--- config.mk ---
export PLATFORM = sky130hd
export DESIGN_NAME = pipe_adder_flat
export DESIGN_NICKNAME = d
export VERILOG_FILES = /design/src/rtl/pipe_adder_if.sv /design/src/rtl/pipe_adder.sv /design/src/flat_wrapper.sv
export SDC_FILE = /design/constraint.sdc
export NUM_CORES = 1
export LEC_CHECK = 0
export ABC_CLOCK_PERIOD_IN_PS = 5240
export BUFFER_PORTS_ARGS = -buffer_cell sky130_fd_sc_hd__buf_2
export CAP_MARGIN = 10
export CORE_ASPECT_RATIO = 0.9
export CORE_MARGIN = 2
export CORE_UTILIZATION = 41
export CTS_CLUSTER_DIAMETER = 150
export DETAILED_ROUTE_END_ITERATION = 10
export GPL_TIMING_DRIVEN = 0
export PLACE_DENSITY = 0.65
export SLEW_MARGIN = 20
export SYNTH_ARGS = -nofsm -noshare
export SYNTH_HDL_FRONTEND = slang
export SYNTH_SLANG_ARGS = --single-unit
--- constraint.sdc ---
create_clock -name clk -period 5.24 [get_ports clk]
set_input_delay 0.262 -clock clk [delete_from_list [all_inputs] [get_ports clk]]
set_output_delay 0.262 -clock clk [all_outputs]
set_load 0.02 [all_outputs]
--- src/rtl/pipe_adder_if.sv ---
// rtl/pipe_adder_if.sv - operand/result handshake bundle for pipe_adder
//
// Parameter N : operand/result width.
// Upstream   : in_valid, in_ready, a, b, cin, sub
// Downstream : out_valid, out_ready, out, cout, ovf
// master = environment side (drives operands, accepts results)
// slave  = adder side
interface pipe_adder_if #(
    parameter int N = 32
) ();
    logic         in_valid;
    logic         in_ready;
    logic [N-1:0] a;
    logic [N-1:0] b;
    logic         cin;
    logic         sub;
    logic         out_valid;
    logic         out_ready;
    logic [N-1:0] out;
    logic         cout;
    logic         ovf;

    modport master (
        output in_valid, a, b, cin, sub, out_ready,
        input  in_ready, out_valid, out, cout, ovf
    );

    modport slave (
        input  in_valid, a, b, cin, sub, out_ready,
        output in_ready, out_valid, out, cout, ovf
    );
endinterface

--- src/rtl/pipe_adder.sv ---
// rtl/pipe_adder.sv - pipelined ripple-carry adder/subtractor, one chunk per stage
//
// Parameters : N (width), STAGES (depth, N % STAGES == 0, chunk C = N/STAGES)
// Ports      : clk, rst (async, active-high), bus (pipe_adder_if.slave)
//   bus.in_valid/in_ready/a/b/cin/sub    operand handshake
//   bus.out_valid/out_ready/out/cout/ovf result handshake and flags
// Option     : PIPE_ADDER_SAT_EN - clamp out to the signed limit on overflow
module pipe_adder #(
    parameter int N      = 32,
    parameter int STAGES = 4
) (
    input logic         clk,
    input logic         rst,
    pipe_adder_if.slave bus
);
    localparam int C = N / STAGES;

    logic         stall;
    logic         en;
    logic [N-1:0] b_eff;
    logic         c0;

    if ((N % STAGES) != 0) begin : g_bad_cfg
        $error("pipe_adder: N must be a multiple of STAGES");
    end

    // A stalled output freezes the whole pipe, valid bits included.
    assign stall        = bus.out_valid & ~bus.out_ready;
    assign en           = ~stall;
    assign bus.in_ready = ~stall;

    // Subtract is A + ~B + 1; cin only matters in add mode.
    assign b_eff = bus.sub ? ~bus.b : bus.b;
    assign c0    = bus.sub ? 1'b1 : bus.cin;

    // Stage k adds chunk k. Operand chunks above k travel forward in the
    // skew registers (g_op); finished chunks 0..k accumulate in res_q, which
    // acts as the output deskew.
    for (genvar k = 0; k < STAGES; k++) begin : g_st
        localparam int RW = (k + 1) * C;

        logic          vld_d;
        logic          cy_d;
        logic          cy_o;
        logic [C-1:0]  a_c;
        logic [C-1:0]  b_c;
        logic [C-1:0]  s_c;
        logic [RW-1:0] res_raw;
        logic [RW-1:0] res_d;
        logic          vld_q;
        logic          cy_q;
        logic [RW-1:0] res_q;

        if (k == 0) begin : g_src
            assign vld_d   = bus.in_valid;
            assign cy_d    = c0;
            assign a_c     = bus.a[C-1:0];
            assign b_c     = b_eff[C-1:0];
            assign res_raw = s_c;
        end else begin : g_src
            assign vld_d   = g_st[k-1].vld_q;
            assign cy_d    = g_st[k-1].cy_q;
            assign a_c     = g_st[k-1].g_op.a_q[C-1:0];
            assign b_c     = g_st[k-1].g_op.b_q[C-1:0];
            assign res_raw = {s_c, g_st[k-1].res_q};
        end

        assign {cy_o, s_c} = {1'b0, a_c} + {1'b0, b_c} + {{C{1'b0}}, cy_d};

        if (k < STAGES - 1) begin : g_op
            localparam int OW = (STAGES - 1 - k) * C;

            logic [OW-1:0] a_d;
            logic [OW-1:0] b_d;
            logic [OW-1:0] a_q;
            logic [OW-1:0] b_q;

            if (k == 0) begin : g_in
                assign a_d = bus.a[N-1:C];
                assign b_d = b_eff[N-1:C];
            end else begin : g_in
                assign a_d = g_st[k-1].g_op.a_q[OW+C-1:C];
                assign b_d = g_st[k-1].g_op.b_q[OW+C-1:C];
            end

            always_ff @(posedge clk or posedge rst) begin
                if (rst) begin
                    a_q <= '0;
                    b_q <= '0;
                end else if (en) begin
                    a_q <= a_d;
                    b_q <= b_d;
                end
            end
        end

        if (k == STAGES - 1) begin : g_fin
            logic ovf_d;
            logic ovf_q;

            // Carry into the MSB is recovered from the MSB sum bit.
            assign ovf_d = (a_c[C-1] ^ b_c[C-1] ^ s_c[C-1]) ^ cy_o;
`ifdef PIPE_ADDER_SAT_EN
            // a_c[C-1] is operand A's MSB, which picks the overflow direction.
            assign res_d = !ovf_d ? res_raw :
                           (a_c[C-1] ? {1'b1, {(RW-1){1'b0}}} : {1'b0, {(RW-1){1'b1}}});
`else
            assign res_d = res_raw;
`endif

            always_ff @(posedge clk or posedge rst) begin
                if (rst) begin
                    ovf_q <= 1'b0;
                end else if (en) begin
                    ovf_q <= ovf_d;
                end
            end
        end else begin : g_mid
            assign res_d = res_raw;
        end

        always_ff @(posedge clk or posedge rst) begin
            if (rst) begin
                vld_q <= 1'b0;
                cy_q  <= 1'b0;
                res_q <= '0;
            end else if (en) begin
                vld_q <= vld_d;
                cy_q  <= cy_o;
                res_q <= res_d;
            end
        end
    end

    assign bus.out_valid = g_st[STAGES-1].vld_q;
    assign bus.out       = g_st[STAGES-1].res_q;
    assign bus.cout      = g_st[STAGES-1].cy_q;
    assign bus.ovf       = g_st[STAGES-1].g_fin.ovf_q;
endmodule

--- src/flat_wrapper.sv ---
// flat-port wrapper written by rule: the top's interface ports become plain ports
module pipe_adder_flat 
#(
    parameter int N      = 32,
    parameter int STAGES = 4
)
  (clk, rst, bus_in_valid, bus_a, bus_b, bus_cin, bus_sub, bus_out_ready, bus_in_ready, bus_out_valid, bus_out, bus_cout, bus_ovf);
  pipe_adder_if #(.N(N)) bus_i ();
  input logic clk;
  input logic rst;
  input wire logic [$bits(bus_i.in_valid)-1:0] bus_in_valid;
  input wire logic [$bits(bus_i.a)-1:0] bus_a;
  input wire logic [$bits(bus_i.b)-1:0] bus_b;
  input wire logic [$bits(bus_i.cin)-1:0] bus_cin;
  input wire logic [$bits(bus_i.sub)-1:0] bus_sub;
  input wire logic [$bits(bus_i.out_ready)-1:0] bus_out_ready;
  output wire logic [$bits(bus_i.in_ready)-1:0] bus_in_ready;
  output wire logic [$bits(bus_i.out_valid)-1:0] bus_out_valid;
  output wire logic [$bits(bus_i.out)-1:0] bus_out;
  output wire logic [$bits(bus_i.cout)-1:0] bus_cout;
  output wire logic [$bits(bus_i.ovf)-1:0] bus_ovf;
  assign bus_i.in_valid = bus_in_valid;
  assign bus_i.a = bus_a;
  assign bus_i.b = bus_b;
  assign bus_i.cin = bus_cin;
  assign bus_i.sub = bus_sub;
  assign bus_i.out_ready = bus_out_ready;
  assign bus_in_ready = bus_i.in_ready;
  assign bus_out_valid = bus_i.out_valid;
  assign bus_out = bus_i.out;
  assign bus_cout = bus_i.cout;
  assign bus_ovf = bus_i.ovf;
  pipe_adder #(.N(N), .STAGES(STAGES)) u_core (.clk(clk), .rst(rst), .bus(bus_i));
endmodule
* Word-level counts from Yosys, hierarchy flattened *
Cells that the tools add are included.

storage, ports and cells
  bits of input ports = 70
  register bits after elaboration = 185
  output and inout port bits = 36
  logic and storage cells = 36

cells by class
  multiplexer cells = 2
  bitwise operators = 7
  add/sub/neg operators = 8

operators by type and width
  cell         number
  $add 8x8->9  4
  $add 9x1->9  4
  $mux 32      1
  $not 32->32  1
  $xor 1x1->1  3
  $not 1->1    2
  $and 1x1->1  1
  $mux 1       1

* Depth between registers and ports, before layout *
  depth in word-level cells = 4
  mapped depth = 11

* Worst setup path before layout *
Ideal clock, no wire load.

  kind = input to register
  from = input port bus_sub
  to = register u_core.g_st[0].res_q[6]
  stages = 11
  data arrival time = 2278 ps
  setup slack = 2894 ps
  cell sequence = clkbuf_1 buf_2 or2_2 fa_1 inv_1 fa_1 nor2b_1 o21ai_1 a21boi_1 or3_1 nand3_1

between the ends
  cells in the longest elaborated chain, start to end = 3
  elaborated cells on any way between the ends = 4
  classes of those cells = add/sub: 2; mux: 2

RTL lines
  what                    RTL line            source
  start: declaration      flat_wrapper.sv:15  input wire logic [$bits(bus_i.sub)-1:0] bus_sub;
  $mux 32                 pipe_adder.sv:33    assign b_eff = bus.sub ? ~bus.b : bus.b;
  $add 8x8->9             pipe_adder.sv:68    assign {cy_o, s_c} = {1'b0, a_c} + {1'b0, b_c} + {{C{1'b0}}, cy_d};
  $add 9x1->9 (*)         pipe_adder.sv:68
  end signal: assignment  pipe_adder.sv:130   res_q <= res_d;
  end: declaration        pipe_adder.sv:52    logic [RW-1:0] res_q;

Mark *: on every way between the ends. The rest lies on a longest branch, timed or not.
A chain may end at the register's enable or synchronous reset.

* Final worst setup path *
  from = register u_core.g_st[3].vld_q, in the netlist u_core.bus.out_valid
  to = output port bus_in_ready

between the ends
  cells in the longest elaborated chain, start to end = 2

RTL lines
  what                      RTL line            source
  start: declaration        pipe_adder.sv:50    logic vld_q;
  start signal: assignment  pipe_adder.sv:128   vld_q <= vld_d;
  $and 1x1->1               pipe_adder.sv:28    assign stall = bus.out_valid & ~bus.out_ready;
  $not 1->1                 -
  end: declaration          flat_wrapper.sv:17  output wire logic [$bits(bus_i.in_ready)-1:0] bus_in_ready;

Every way passes these cells.

==> flow_metrics.tcl <==
set metrics [dict create \
    initialDrtViolationCount 428 \
    leakage_nw 5.12 \
    final-setup-viol-count 0 \
    slew_violations 0 \
    synth.top_cell.area_share_pct 55.3 \
    finish.utilization_pct 49.9 \
    n_antenna_cell 0 \
    r2r_cells 6 \
    fin_worst_skew_ns 0.00952 \
    status "finished clean" \
    setup_tns_ns 0 \
    period_minus_slack_ns 2.43 \
    p_seq_share_pct 39.1 \
    io_pins 106 \
    synth-async-reset-ratio_pct 100 \
    grt_pass1_vias 6206 \
    ys_types 44 \
    num_rows 49 \
    internal-power_mw 3.78 \
    peakVddDrop_mv 0.285 \
    num-fill-cells 1918 \
    crit_type "reg2out" \
    clkPwrFrac_pct 21.6 \
    cts-buffers-inserted 17 \
    rsz0062_at_grt "no" \
    path_depth 6 \
    place_congestion 0.772 \
    power_density_nw_per_um2 627 \
    start_util_pct 41.9 \
    total_power_mw 6.24 \
    path_max_fanout 10 \
    multi_input_comb_area_sq_um 3490 \
    p_comb_share_pct 39.3 \
    layout_commonest_cell "nand2_1" \
    synth_edf_count 0 \
    coreArea_sq_um 20000 \
    port_buffers 104 \
    synth_area_leaders "dfrtp_1, nand2_1, ha_1, xnor2_1, xor2_1" \
    clk_latency_ns 0.44 \
    dp_hpwl_microns 14800 \
    vias 6298 \
    post-place-ws_ns 2.53 \
    dieArea_sq_um 21600 \
    layout_common_cells "nand2_1, dfrtp_1, buf_2" \
    critPathMaxStageDelay_ns 0.38 \
    swShare_pct 39.5 \
    routedWlPerCell_microns 15.2 \
    tightest_slew_ns 0.777 \
    cp-end-kind "output pin" \
    routed_via_density 4.79 \
    hold_depth 3 \
    max_cap_violations 0 \
    post-route-period-util_pct 46.4 \
    antenna_found_initial 0 \
    hold_viol 0 \
    globalRouteOverflowTotal 0 \
    crit_slowest_cell "dfrtp_1" \
    dieWidth_microns 155 \
    post_cts_buffers 0 \
    numClockSinks 185 \
    worst_ep_arrival_time_ns 2.17 \
    register_area_sq_um 4630 \
    synthCells 918 \
    clkTransAtPathRegs_ns 0.07 \
    syn_to_final_growth_pct 19.1 \
    die_y_microns 140 \
    ctsResizeCount 0 \
    dr.pass1.iters 5 \
    drive_gt1_share_pct 17.0 \
    clock_tree.htree_level_count 4 \
    synthFlopType "dfrtp_1" \
    yosysTopAreaCell "dfrtp_1" \
    clock.fmax_mhz 412 \
    hp-class "in2reg" \
    ys_seq_area_share_pct 55.3 \
    syn_nets 1024 \
    cts_max_path_buffers 2 \
    grt_max_degree 34 \
    cp_num_buf_inv 5 \
    setup_slack_ns 2.81 \
    start_kind "flip-flop" \
    p_switching_mw 2.47 \
    drc 0 \
    critPathTopFamily "buffers and inverters" \
    maxSlewHeadroom_pct 48.2 \
    root_buffer "clkbuf_16" \
    design_area_sq_um 9970 \
    syn_area_per_cell_sq_um 9.12 \
    grt_usage_pct 19.3 \
    synthesis.area_sq_um 8370 \
    nNetsFinal 1154 \
    required_ns 4.98 \
    post_dp_cell_area_sq_um 9340 \
    synth-seq-cells 185 \
    ant_nets 0 \
    path_common_cell "buf_2" \
    cts_tree "built" \
    path_cells "nor2b_1 > buf_2 > inv_2 > buf_2 > buf_2 > buf_2" \
    ys_warn_count 0 \
    grt_pass1_wl_microns 32300 \
    drt_wl_total_microns 20000 \
]
==> repair_timing <==
item | CTS | global route
hold buffers | 1 | 0
endpoints found under the hold margin | 19 | 0
setup endpoints to repair | 0 | 0
==> sequential cells by signal (all words and copies together), names as in the netlist <==
name and flops:
u_core.g_st.cy_q 3, u_core.g_st.res_q 48, u_core.bus.cout 1, u_core.g_st.g_op.b_q 48, u_core.g_st.g_op.a_q 48, u_core.bus.out 32
u_core.bus.out_valid 1, u_core.bus.ovf 1, u_core.g_st.vld_q 3
==> final timing paths <==
path	start	to	slack [ns]
setup / recovery	u_core.bus.out_valid	bus_in_ready	2.81
hold / removal	bus_in_valid	u_core.g_st[0].vld_q	0.02
setup reg to reg	u_core.g_st[2].g_op.b_q[0]	u_core.bus.cout	2.82
hold reg to reg	u_core.bus.out[14]	u_core.bus.out[14]	0.46
max in group asynchronous	rst	u_core.bus.out[16]	3.66
min in group asynchronous	rst	u_core.g_st[0].g_op.b_q[3]	0.41
==> cells in the mapped netlist, types with 2 or more instances <==
master and number:
nand2_1 437, dfrtp_1 185, xnor2_1 30, buf_2 29
ha_1 28, o21ai_1 26, a21oi_1 24, nor2_1 23
xor2_1 21, o21ai_0 17, clkbuf_1 12, inv_1 12
fa_1 8, nor3_1 6, a211oi_1 4, a21o_1 4
buf_1 4, o211ai_1 4, o31ai_1 4, a31oi_1 3
o21bai_1 3, or2_2 3, or3_1 3, a21oi_2 2
and3b_1 2, nand3_1 2, nor2b_1 2, nor3b_1 2
o2111ai_1 2, o41a_1 2
==> worst reg2reg max path: stages, from the launching register on <==
cell and delay (ns):
dfrtp_1 0.40, fa_1 0.49, fa_1 0.44, a21o_1 0.18, a21oi_1 0.36, o21ai_1 0.16
mux2_2 0.28
==> cells by family (layout without fill, tap and decap cells) <==
logic type | Yosys count | count (layout) | share of synthesized area (%)
AO/OA/AOI/OAI | 102 | 102 | 7.53
XOR/XNOR | 51 | 51 | 5.34
adder cells (fa/ha/maj) | 36 | 36 | 6.10
buffers and inverters | 58 | 201 | 3.03
flip-flops | 185 | 185 | 55.3
multiplexers | 2 | 2 | 0.254
AND/OR/NAND/NOR | 484 | 484 | 22.4
==> routing by layer <==
metal | part of all wire, % | GRT usage, % | vias to the layer above
met4 | 0.94 | 4.87 | 0
met1 | 49 | 27.5 | 2970
met2 | 46 | 30.6 | 121
met3 | 4.3 | 3.61 | 17
li1 | - | - | 3190
met5 | 0 | 0 | -
==> layout make-up <==
cell class	instances	area share (%)
clock buffer	18	4.31
inverter	13	0.527
sequential	185	46.5
timing repair buffer	111	6.60
multi-input combinational	675	35.0
clock inverter	14	1.86
buffer	45	2.06
tap	255	3.20
==> power by group through the flow <==
stage	registers [mW]	clock network, mW	logic (mW)
after floorplan	2.53	0	1.62
after global placement	2.45	0	2.38
after CTS	2.44	1.37	2.47
final	2.44	1.35	2.45
after detailed placement	2.46	0	2.44
after global routing	2.52	1.44	2.75
==> per-stage QoR <==
step,hold slack [ns],cells
after floorplan,0.374,918
after global placement,0.446,1277
after detailed placement,0.334,1283
after CTS,0.00519,1316
after global routing,0.00802,1316
final,0.0189,1316
No activity file was read; power rests on OpenSTA's default activity.
